**src/rtl/dct_transpose_buf_if.sv**
```systemverilog
// rtl/dct_transpose_buf_if.sv - column-in / row-out handshake bundle for the DCT transpose buffer
interface dct_transpose_buf_if #(
  parameter int SIZE = 10,
  parameter int N    = 8
);
  logic                     clear;
  logic                     in_valid;
  logic [N-1:0][SIZE-1:0]   in_data;
  logic                     in_ready;
  logic                     out_valid;
  logic [N-1:0][SIZE-1:0]   out_data;
  logic                     out_ready;
  logic                     out_last;
  logic                     overrun;

  modport master (
    output clear, in_valid, in_data, out_ready,
    input  in_ready, out_valid, out_data, out_last, overrun
  );

  modport slave (
    input  clear, in_valid, in_data, out_ready,
    output in_ready, out_valid, out_data, out_last, overrun
  );
endinterface

```
**src/rtl/dct_transpose_buf.sv**
```systemverilog
// rtl/dct_transpose_buf.sv - ping-pong 8x8 transpose memory between column and row DCT stages
module dct_transpose_buf #(
  parameter int SIZE = 10,
  parameter int N    = 8
) (
  input  logic               clk,
  input  logic               rst_n,
  dct_transpose_buf_if.slave bus
);
  localparam int            CW   = $clog2(N);
  localparam logic [CW-1:0] LAST = CW'(N - 1);

  logic [SIZE-1:0] mem [2][N][N];  // [bank][row][col]
  logic [1:0]      full;
  logic            wbank;
  logic            rbank;
  logic [CW-1:0]   wcnt;
  logic [CW-1:0]   rcnt;
  logic            overrun_q;
  logic            wr_fire;
  logic            rd_fire;

  assign bus.in_ready  = !full[wbank];
  assign bus.out_valid = full[rbank];
  assign bus.out_last  = full[rbank] && (rcnt == LAST);
  assign bus.overrun   = overrun_q;
  assign wr_fire       = bus.in_valid && bus.in_ready;
  assign rd_fire       = bus.out_valid && bus.out_ready;

  always_comb begin
    bus.out_data = '0;
    if (full[rbank]) begin
      for (int c = 0; c < N; c++) begin
        bus.out_data[c] = mem[rbank][rcnt][c];
      end
    end
  end

  // Storage has no reset; only the flags decide what is visible.
  always_ff @(posedge clk) begin
    if (wr_fire && !bus.clear) begin
      for (int i = 0; i < N; i++) begin
        mem[wbank][i][wcnt] <= bus.in_data[i];
      end
    end
  end

  always_ff @(posedge clk or negedge rst_n) begin
    if (!rst_n) begin
      full      <= '0;
      wbank     <= 1'b0;
      rbank     <= 1'b0;
      wcnt      <= '0;
      rcnt      <= '0;
      overrun_q <= 1'b0;
    end else if (bus.clear) begin
      full      <= '0;
      wbank     <= 1'b0;
      rbank     <= 1'b0;
      wcnt      <= '0;
      rcnt      <= '0;
      overrun_q <= 1'b0;
    end else begin
      if (bus.in_valid && !bus.in_ready) begin
        overrun_q <= 1'b1;
      end
      if (wr_fire) begin
        if (wcnt == LAST) begin
          full[wbank] <= 1'b1;
          wbank       <= !wbank;
          wcnt        <= '0;
        end else begin
          wcnt <= wcnt + 1'b1;
        end
      end
      // A write can only finish on a non-full bank and a read only on a full one,
      // so the two flag updates never target the same bank.
      if (rd_fire) begin
        if (rcnt == LAST) begin
          full[rbank] <= 1'b0;
          rbank       <= !rbank;
          rcnt        <= '0;
        end else begin
          rcnt <= rcnt + 1'b1;
        end
      end
    end
  end
endmodule

```
**src/flat_wrapper.sv**
```systemverilog
// flat-port wrapper written by rule: the top's interface ports become plain ports
module dct_transpose_buf_flat 
#(
  parameter int SIZE = 10,
  parameter int N    = 8
)
  (clk, rst_n, bus_clear, bus_in_valid, bus_in_data, bus_out_ready, bus_in_ready, bus_out_valid, bus_out_data, bus_out_last, bus_overrun);
  dct_transpose_buf_if #(.SIZE(SIZE), .N(N)) bus_i ();
  input  logic clk;
  input  logic rst_n;
  input wire logic [$bits(bus_i.clear)-1:0] bus_clear;
  input wire logic [$bits(bus_i.in_valid)-1:0] bus_in_valid;
  input wire logic [$bits(bus_i.in_data)-1:0] bus_in_data;
  input wire logic [$bits(bus_i.out_ready)-1:0] bus_out_ready;
  output wire logic [$bits(bus_i.in_ready)-1:0] bus_in_ready;
  output wire logic [$bits(bus_i.out_valid)-1:0] bus_out_valid;
  output wire logic [$bits(bus_i.out_data)-1:0] bus_out_data;
  output wire logic [$bits(bus_i.out_last)-1:0] bus_out_last;
  output wire logic [$bits(bus_i.overrun)-1:0] bus_overrun;
  assign bus_i.clear = bus_clear;
  assign bus_i.in_valid = bus_in_valid;
  assign bus_i.in_data = bus_in_data;
  assign bus_i.out_ready = bus_out_ready;
  assign bus_in_ready = bus_i.in_ready;
  assign bus_out_valid = bus_i.out_valid;
  assign bus_out_data = bus_i.out_data;
  assign bus_out_last = bus_i.out_last;
  assign bus_overrun = bus_i.overrun;
  dct_transpose_buf #(.SIZE(SIZE), .N(N)) u_core (.clk(clk), .rst_n(rst_n), .bus(bus_i));
endmodule
```
**config.mk**
```make
export PLATFORM = sky130hd
export DESIGN_NAME = dct_transpose_buf_flat
export DESIGN_NICKNAME = d
export VERILOG_FILES = /design/src/rtl/dct_transpose_buf_if.sv /design/src/rtl/dct_transpose_buf.sv /design/src/flat_wrapper.sv
export SDC_FILE = /design/constraint.sdc
export NUM_CORES = 1
export LEC_CHECK = 0
export ABC_CLOCK_PERIOD_IN_PS = 18450
export BUFFER_PORTS_ARGS = -buffer_cell sky130_fd_sc_hd__buf_2
export CAP_MARGIN = 15
export CELL_PAD_IN_SITES_DETAIL_PLACEMENT = 2
export CELL_PAD_IN_SITES_GLOBAL_PLACEMENT = 2
export CORE_ASPECT_RATIO = 0.8
export CORE_MARGIN = 1
export CORE_UTILIZATION = 52
export CTS_CLUSTER_DIAMETER = 80
export DETAILED_ROUTE_END_ITERATION = 10
export PLACE_DENSITY_LB_ADDON = 0.15
export SLEW_MARGIN = 20
export SYNTH_ARGS = -nofsm -noshare
export SYNTH_HDL_FRONTEND = slang
export SYNTH_SLANG_ARGS = --single-unit
```
**constraint.sdc**
```tcl
create_clock -name clk -period 18.45 [get_ports clk]
set_clock_uncertainty 0.2 [all_clocks]
set_input_delay 1.845 -clock clk [delete_from_list [all_inputs] [get_ports clk]]
set_output_delay 1.845 -clock clk [all_outputs]
set_load 0.02 [all_outputs]
```
==> flow_metrics.env, run 1 <==
export IMPL_post_synthesis_compound_gate_area_fraction_pct=1.29
export IMPL_status="aborted with a tool error"
export IMPL_ys_top_cells_by_area="sky130_fd_sc_hd__edfxtp_1, sky130_fd_sc_hd__mux4_2, sky130_fd_sc_hd__mux2i_1"
export IMPL_yosys_mux_area_fraction_pct=17.9
export IMPL_port_buffers=168
export IMPL_ys_seq_area_share_pct=78.6
export IMPL_place_congestion=0.741
export IMPL_die_h_um=277
export IMPL_synth_xor_area_share_pct=0
export IMPL_avgSynthCellArea_um2=24.2
export IMPL_ys_warn_count=0
export IMPL_floorplan_io_pins=169
export IMPL_yosysTopAreaCell="sky130_fd_sc_hd__edfxtp_1"
export IMPL_rows=100
export IMPL_synth_top_family_by_area="multiplexers"
export IMPL_syn_cell_area_mm2=0.0493
export IMPL_floorplan_die_width_um=346
export IMPL_detailedPlacementHpwl_mm=87.8
export IMPL_synth_net_count=2127
export IMPL_start_util_pct=52.7
export IMPL_synth_simple_gate_area_share_pct=0.541
export IMPL_synthesis_instances=2038
export IMPL_toolErrorMsg="[ERROR DPL-0033] detailed placement checks failed during check placement."
export IMPL_synthAdderAreaFrac_pct=0.102
export IMPL_synth_cell_type_count=40
export IMPL_synth_top_area_share_pct=78.0
export IMPL_outcome_stop_stage="detailed placement (3_5_place_dp)"
export IMPL_synth_seq_cells=1291
-- cells in the mapped netlist (all sizes together) --
| library cell | count |
|---|---|
| or4 | 3 |
| o22ai | 80 |
| nor2 | 3 |
| inv | 6 |
| o21ai | 6 |
| o21ba | 1 |
| mux2 | 4 |
| mux2i | 161 |
| o32ai | 1 |
| nand4 | 1 |
| nand4b | 2 |
| dfrtp | 11 |
| a311oi | 1 |
| nor4 | 4 |
| ha | 4 |
| and4 | 1 |
| a31o | 1 |
| nand3 | 3 |
| and2 | 1 |
| nor3 | 13 |
| edfxtp | 1280 |
| bufinv | 1 |
| clkbuf | 23 |
| nand2b | 3 |
| a21oi | 8 |
| buf | 89 |
| or2b | 1 |
| mux4 | 318 |
| a31oi | 3 |
| nand2 | 4 |
| a2bb2o | 1 |
-- through the flow --
step	cell area [um^2]	setup WS, ns	hold WS, ns	std cells
2_1_floorplan	49300	7.68	0.350	2038
3_3_place_gp	51400	12.41	0.288	3365
-- logic make-up after synthesis --
group                      Yosys count
and+or+nand+nor                     39
AOI/OAI and AO/OA                  102
adders and majority gates            4
muxes                              483
DFF                               1291
buffers and inverters              119
==> inputs of run 2 (changes only) <==
--- a/config.mk
+++ b/config.mk
@@ -8,12 +8,8 @@
 export ABC_CLOCK_PERIOD_IN_PS = 18450
 export BUFFER_PORTS_ARGS = -buffer_cell sky130_fd_sc_hd__buf_2
 export CAP_MARGIN = 15
-export CELL_PAD_IN_SITES_DETAIL_PLACEMENT = 2
-export CELL_PAD_IN_SITES_GLOBAL_PLACEMENT = 2
-export CORE_ASPECT_RATIO = 0.8
 export CORE_MARGIN = 1
-export CORE_UTILIZATION = 52
-export CTS_CLUSTER_DIAMETER = 80
+export CORE_UTILIZATION = 37
 export DETAILED_ROUTE_END_ITERATION = 10
 export PLACE_DENSITY_LB_ADDON = 0.15
 export SLEW_MARGIN = 20
==> run 2 against run 1 <==
Effect of this change:
- the flow now finishes without violations
- synthesized area did not move
- synthesized cell count did not move
==> flow_metrics.env, run 2 <==
export IMPL_status="complete, no violations"
export IMPL_core_area_mm2=0.132
export IMPL_timing_final_ws_setup_ns=11.59
export IMPL_drt_first_pass_iters=4
export IMPL_regMostFlops="u_core.mem"
export IMPL_asyncSetResetFlopFracSynth_pct=0.852
export IMPL_ys_top_cells_by_count="sky130_fd_sc_hd__edfxtp_1, sky130_fd_sc_hd__mux4_2, sky130_fd_sc_hd__mux2i_1"
export IMPL_cts_sinks=1291
export IMPL_layout_cells_most_common="sky130_fd_sc_hd__edfxtp_1"
export IMPL_n_fill_cell=11300
export IMPL_worstPathRequired_ns=16.40
export IMPL_cts_made_buffers=142
export IMPL_grt_pass1_vias=23600
export IMPL_vias_per_cell=5.37
export IMPL_final_area_mm2=0.0567
export IMPL_power_internal_mw=4.88
export IMPL_die_h_um=367
export IMPL_synthesis_instances=2038
export IMPL_p_leak_nw=17.1
export IMPL_ys_seq_area_share_pct=78.6
export IMPL_drv_max_cap_violation_count=0
export IMPL_kind_of_path_behind_the_tightest_hold_check="flop to flop"
export IMPL_synth_seq_cells=1291
export IMPL_number_of_enable_type_register_cells_in_the_synthesized_netlist=1280
export IMPL_place_congestion=0.754
export IMPL_floorplan_die_width_um=367
export IMPL_ys_top_cells_by_area="sky130_fd_sc_hd__edfxtp_1, sky130_fd_sc_hd__mux4_2, sky130_fd_sc_hd__mux2i_1"
export IMPL_yosys_most_used_dff="sky130_fd_sc_hd__edfxtp_1"
export IMPL_share_of_total_power_in_sequential_cells_pct=53.1
export IMPL_cts_setup_buffers=0
export IMPL_drcViolationCount=0
export IMPL_design_final_nets=2376
export IMPL_sequential_cell_area_mm2=0.0387
export IMPL_drt_wirelength_per_cell_um=28.8
export IMPL_share_comb_of_total_power_pct=1.6
export IMPL_cts_tree="built"
export IMPL_grt_pass1_wl_mm=173
export IMPL_vias=22400
export IMPL_drive_gt1_share_pct=32.1
export IMPL_detailedPlace_worstSlack_ns=12.22
export IMPL_start_kind="flop"
export IMPL_avgSynthCellArea_um2=24.2
export IMPL_cts_hold_buffers=0
export IMPL_area_taken_by_multi_input_logic_gates_mm2=0.00989
export IMPL_largest_reg_flops=1280
export IMPL_synth_net_count=2127
export IMPL_hold_viol=0
export IMPL_initial_antenna_violation_count=35
export IMPL_fin_crit_sh_pct=37.2
export IMPL_ctsLongestPathBuffers=3
export IMPL_power_ir_vdd_worst_uv=97.4
export IMPL_layout_top_registers="u_core.mem (1280), u_core.rcnt (3), u_core.wcnt (3)"
export IMPL_timing_critical_path_fanout_max=102
export IMPL_synth_cell_type_count=40
export IMPL_final_cell_mix="sky130_fd_sc_hd__edfxtp_1, sky130_fd_sc_hd__mux4_2, sky130_fd_sc_hd__buf_2"
export IMPL_cts_resized_gates=0
export IMPL_max_slew_margin_pct=26.5
export IMPL_yosysMostFrequentCell="sky130_fd_sc_hd__edfxtp_1"
export IMPL_layoutNonFillerInstCount=4161
export IMPL_max_freq_mhz=146
export IMPL_dieArea_mm2=0.135
export IMPL_antenna_left=0
export IMPL_port_buffers=168
export IMPL_power_density_mw_per_mm2=108
export IMPL_post_route_min_period_ns=6.86
export IMPL_synthToLayoutAreaGrowth_pct=15.0
export IMPL_sw_frac_of_total_pct=20.1
export IMPL_finalSetupViolCount=0
export IMPL_timing_critical_path_arrival_ns=4.81
export IMPL_grt_setup_unrepaired="false"
export IMPL_yosysTopAreaCell="sky130_fd_sc_hd__edfxtp_1"
export IMPL_htreeDepth=4
export IMPL_detailed_route_wire_length_mm=120
export IMPL_ys_warn_count=0
export IMPL_clock_power_share_pct=45.3
export IMPL_globalRouteOverflowTotal=0
export IMPL_dr_iter_0_viols=1817
export IMPL_syn_cell_area_mm2=0.0493
export IMPL_detailedPlacementHpwl_mm=70.0
export IMPL_final_hold_worst_slack_ns=0.294
export IMPL_start_util_pct=37.4
export IMPL_rows=133
export IMPL_grt_max_degree=125
export IMPL_placedCellCount=3898
export IMPL_worstMarginPinSlew_ns=1.10
export IMPL_maxSlewViolCount=0
export IMPL_insertion_delay_ns=0.77
export IMPL_dpl_cell_area_mm2=0.0521
export IMPL_tns_ns=0
export IMPL_clock_root_buffer="sky130_fd_sc_hd__clkbuf_16"
export IMPL_track_usage_pct=18.1
export IMPL_crit_type="flop to output port"
export IMPL_floorplan_io_pins=169
export IMPL_clk_pin_slew_worst_paths_ns=0.06
export IMPL_power_net_switching_mw=1.23
export IMPL_worstSetupEndpointType="output port"
export IMPL_synth_top_area_share_pct=78.0
==> run 2: cell counts after synthesis <==
No cell type changed its count.
==> run 2: power by group through the flow <==
stage	clock, mW	combinational [mW]	sequential [mW]
floorplan	0	0.0215	3.31
global placement	0	0.0941	3.31
detailed placement	0	0.0981	3.31
CTS	2.84	0.0982	3.25
global route	2.96	0.103	3.25
finish	2.77	0.0952	3.25
==> run 2: final timing paths <==
check / cells past startpoint / startpoint / slack (ns) / endpoint
max: 6 / u_core.rbank$_DFFE_PN0P_ / 11.59 / bus_out_data[21]
max in group asynchronous: 1 / rst_n / 17.07 / u_core.rbank$_DFFE_PN0P_
min in group asynchronous: 1 / rst_n / 0.74 / u_core.wcnt[0]$_DFFE_PN0P_
min: 2 / u_core.bus.overrun$_DFFE_PN0P_ / 0.29 / u_core.bus.overrun$_DFFE_PN0P_
min reg2reg: 2 / u_core.bus.overrun$_DFFE_PN0P_ / 0.29 / u_core.bus.overrun$_DFFE_PN0P_
max reg2reg: 5 / u_core.wbank$_DFFE_PN0P_ / 14.27 / u_core.mem[1][230]$_DFFE_PP_
==> run 2: layout make-up <==
| type | instances | share of cell area [%] |
|---|---|---|
| Sequential cell | 1291 | 68.3 |
| Multi-Input combinational cell | 628 | 17.5 |
| Clock buffer | 176 | 6.68 |
| Tap cell | 1755 | 3.87 |
| Timing Repair Buffer | 217 | 2.20 |
| Clock inverter | 79 | 1.36 |
| Inverter | 7 | 0.0706 |
| Antenna cell | 8 | 0.0353 |
==> run 2: cells by family (layout without fill, tap and decap cells) <==
logic type	after synthesis	in the layout	synth area share, %
mux	483	483	17.9
flops	1291	1291	78.6
buf+inv	119	479	1.60
fa+ha+maj	4	4	0.102
other cells	0	8	0
compound gates	102	102	1.29
simple gates	39	39	0.541
==> run 2: layer usage <==
layer | vias to the layer above | track usage (%) | wire (um) | share of wire (%)
met2 | 611 | 27.3 | 55600 | 46
li1 | 9337 | - | - | -
met3 | 182 | 5.02 | 8020 | 6.7
met4 | 18 | 4.94 | 2410 | 2.0
met1 | 12200 | 25.7 | 53800 | 45
met5 | - | 0 | 106 | 0.088
==> run 2: stage by stage <==
step                power, mW  utilization, %
finish                   6.11            43.0
CTS                      6.19            43.0
floorplan                3.33               -
global route             6.31            43.0
global placement         3.40            39.5
detailed placement       3.41            39.5
==> run 2: worst max-delay path: stages (launching register included) <==
cell                      delay [ns]
sky130_fd_sc_hd__dfrtp_4        0.77
sky130_fd_sc_hd__buf_12         0.55
sky130_fd_sc_hd__buf_4          0.81
sky130_fd_sc_hd__mux4_2         0.36
sky130_fd_sc_hd__mux2i_1        0.08
sky130_fd_sc_hd__o22ai_1        0.83
sky130_fd_sc_hd__buf_2          0.32
(Power assumes the default switching activity.)
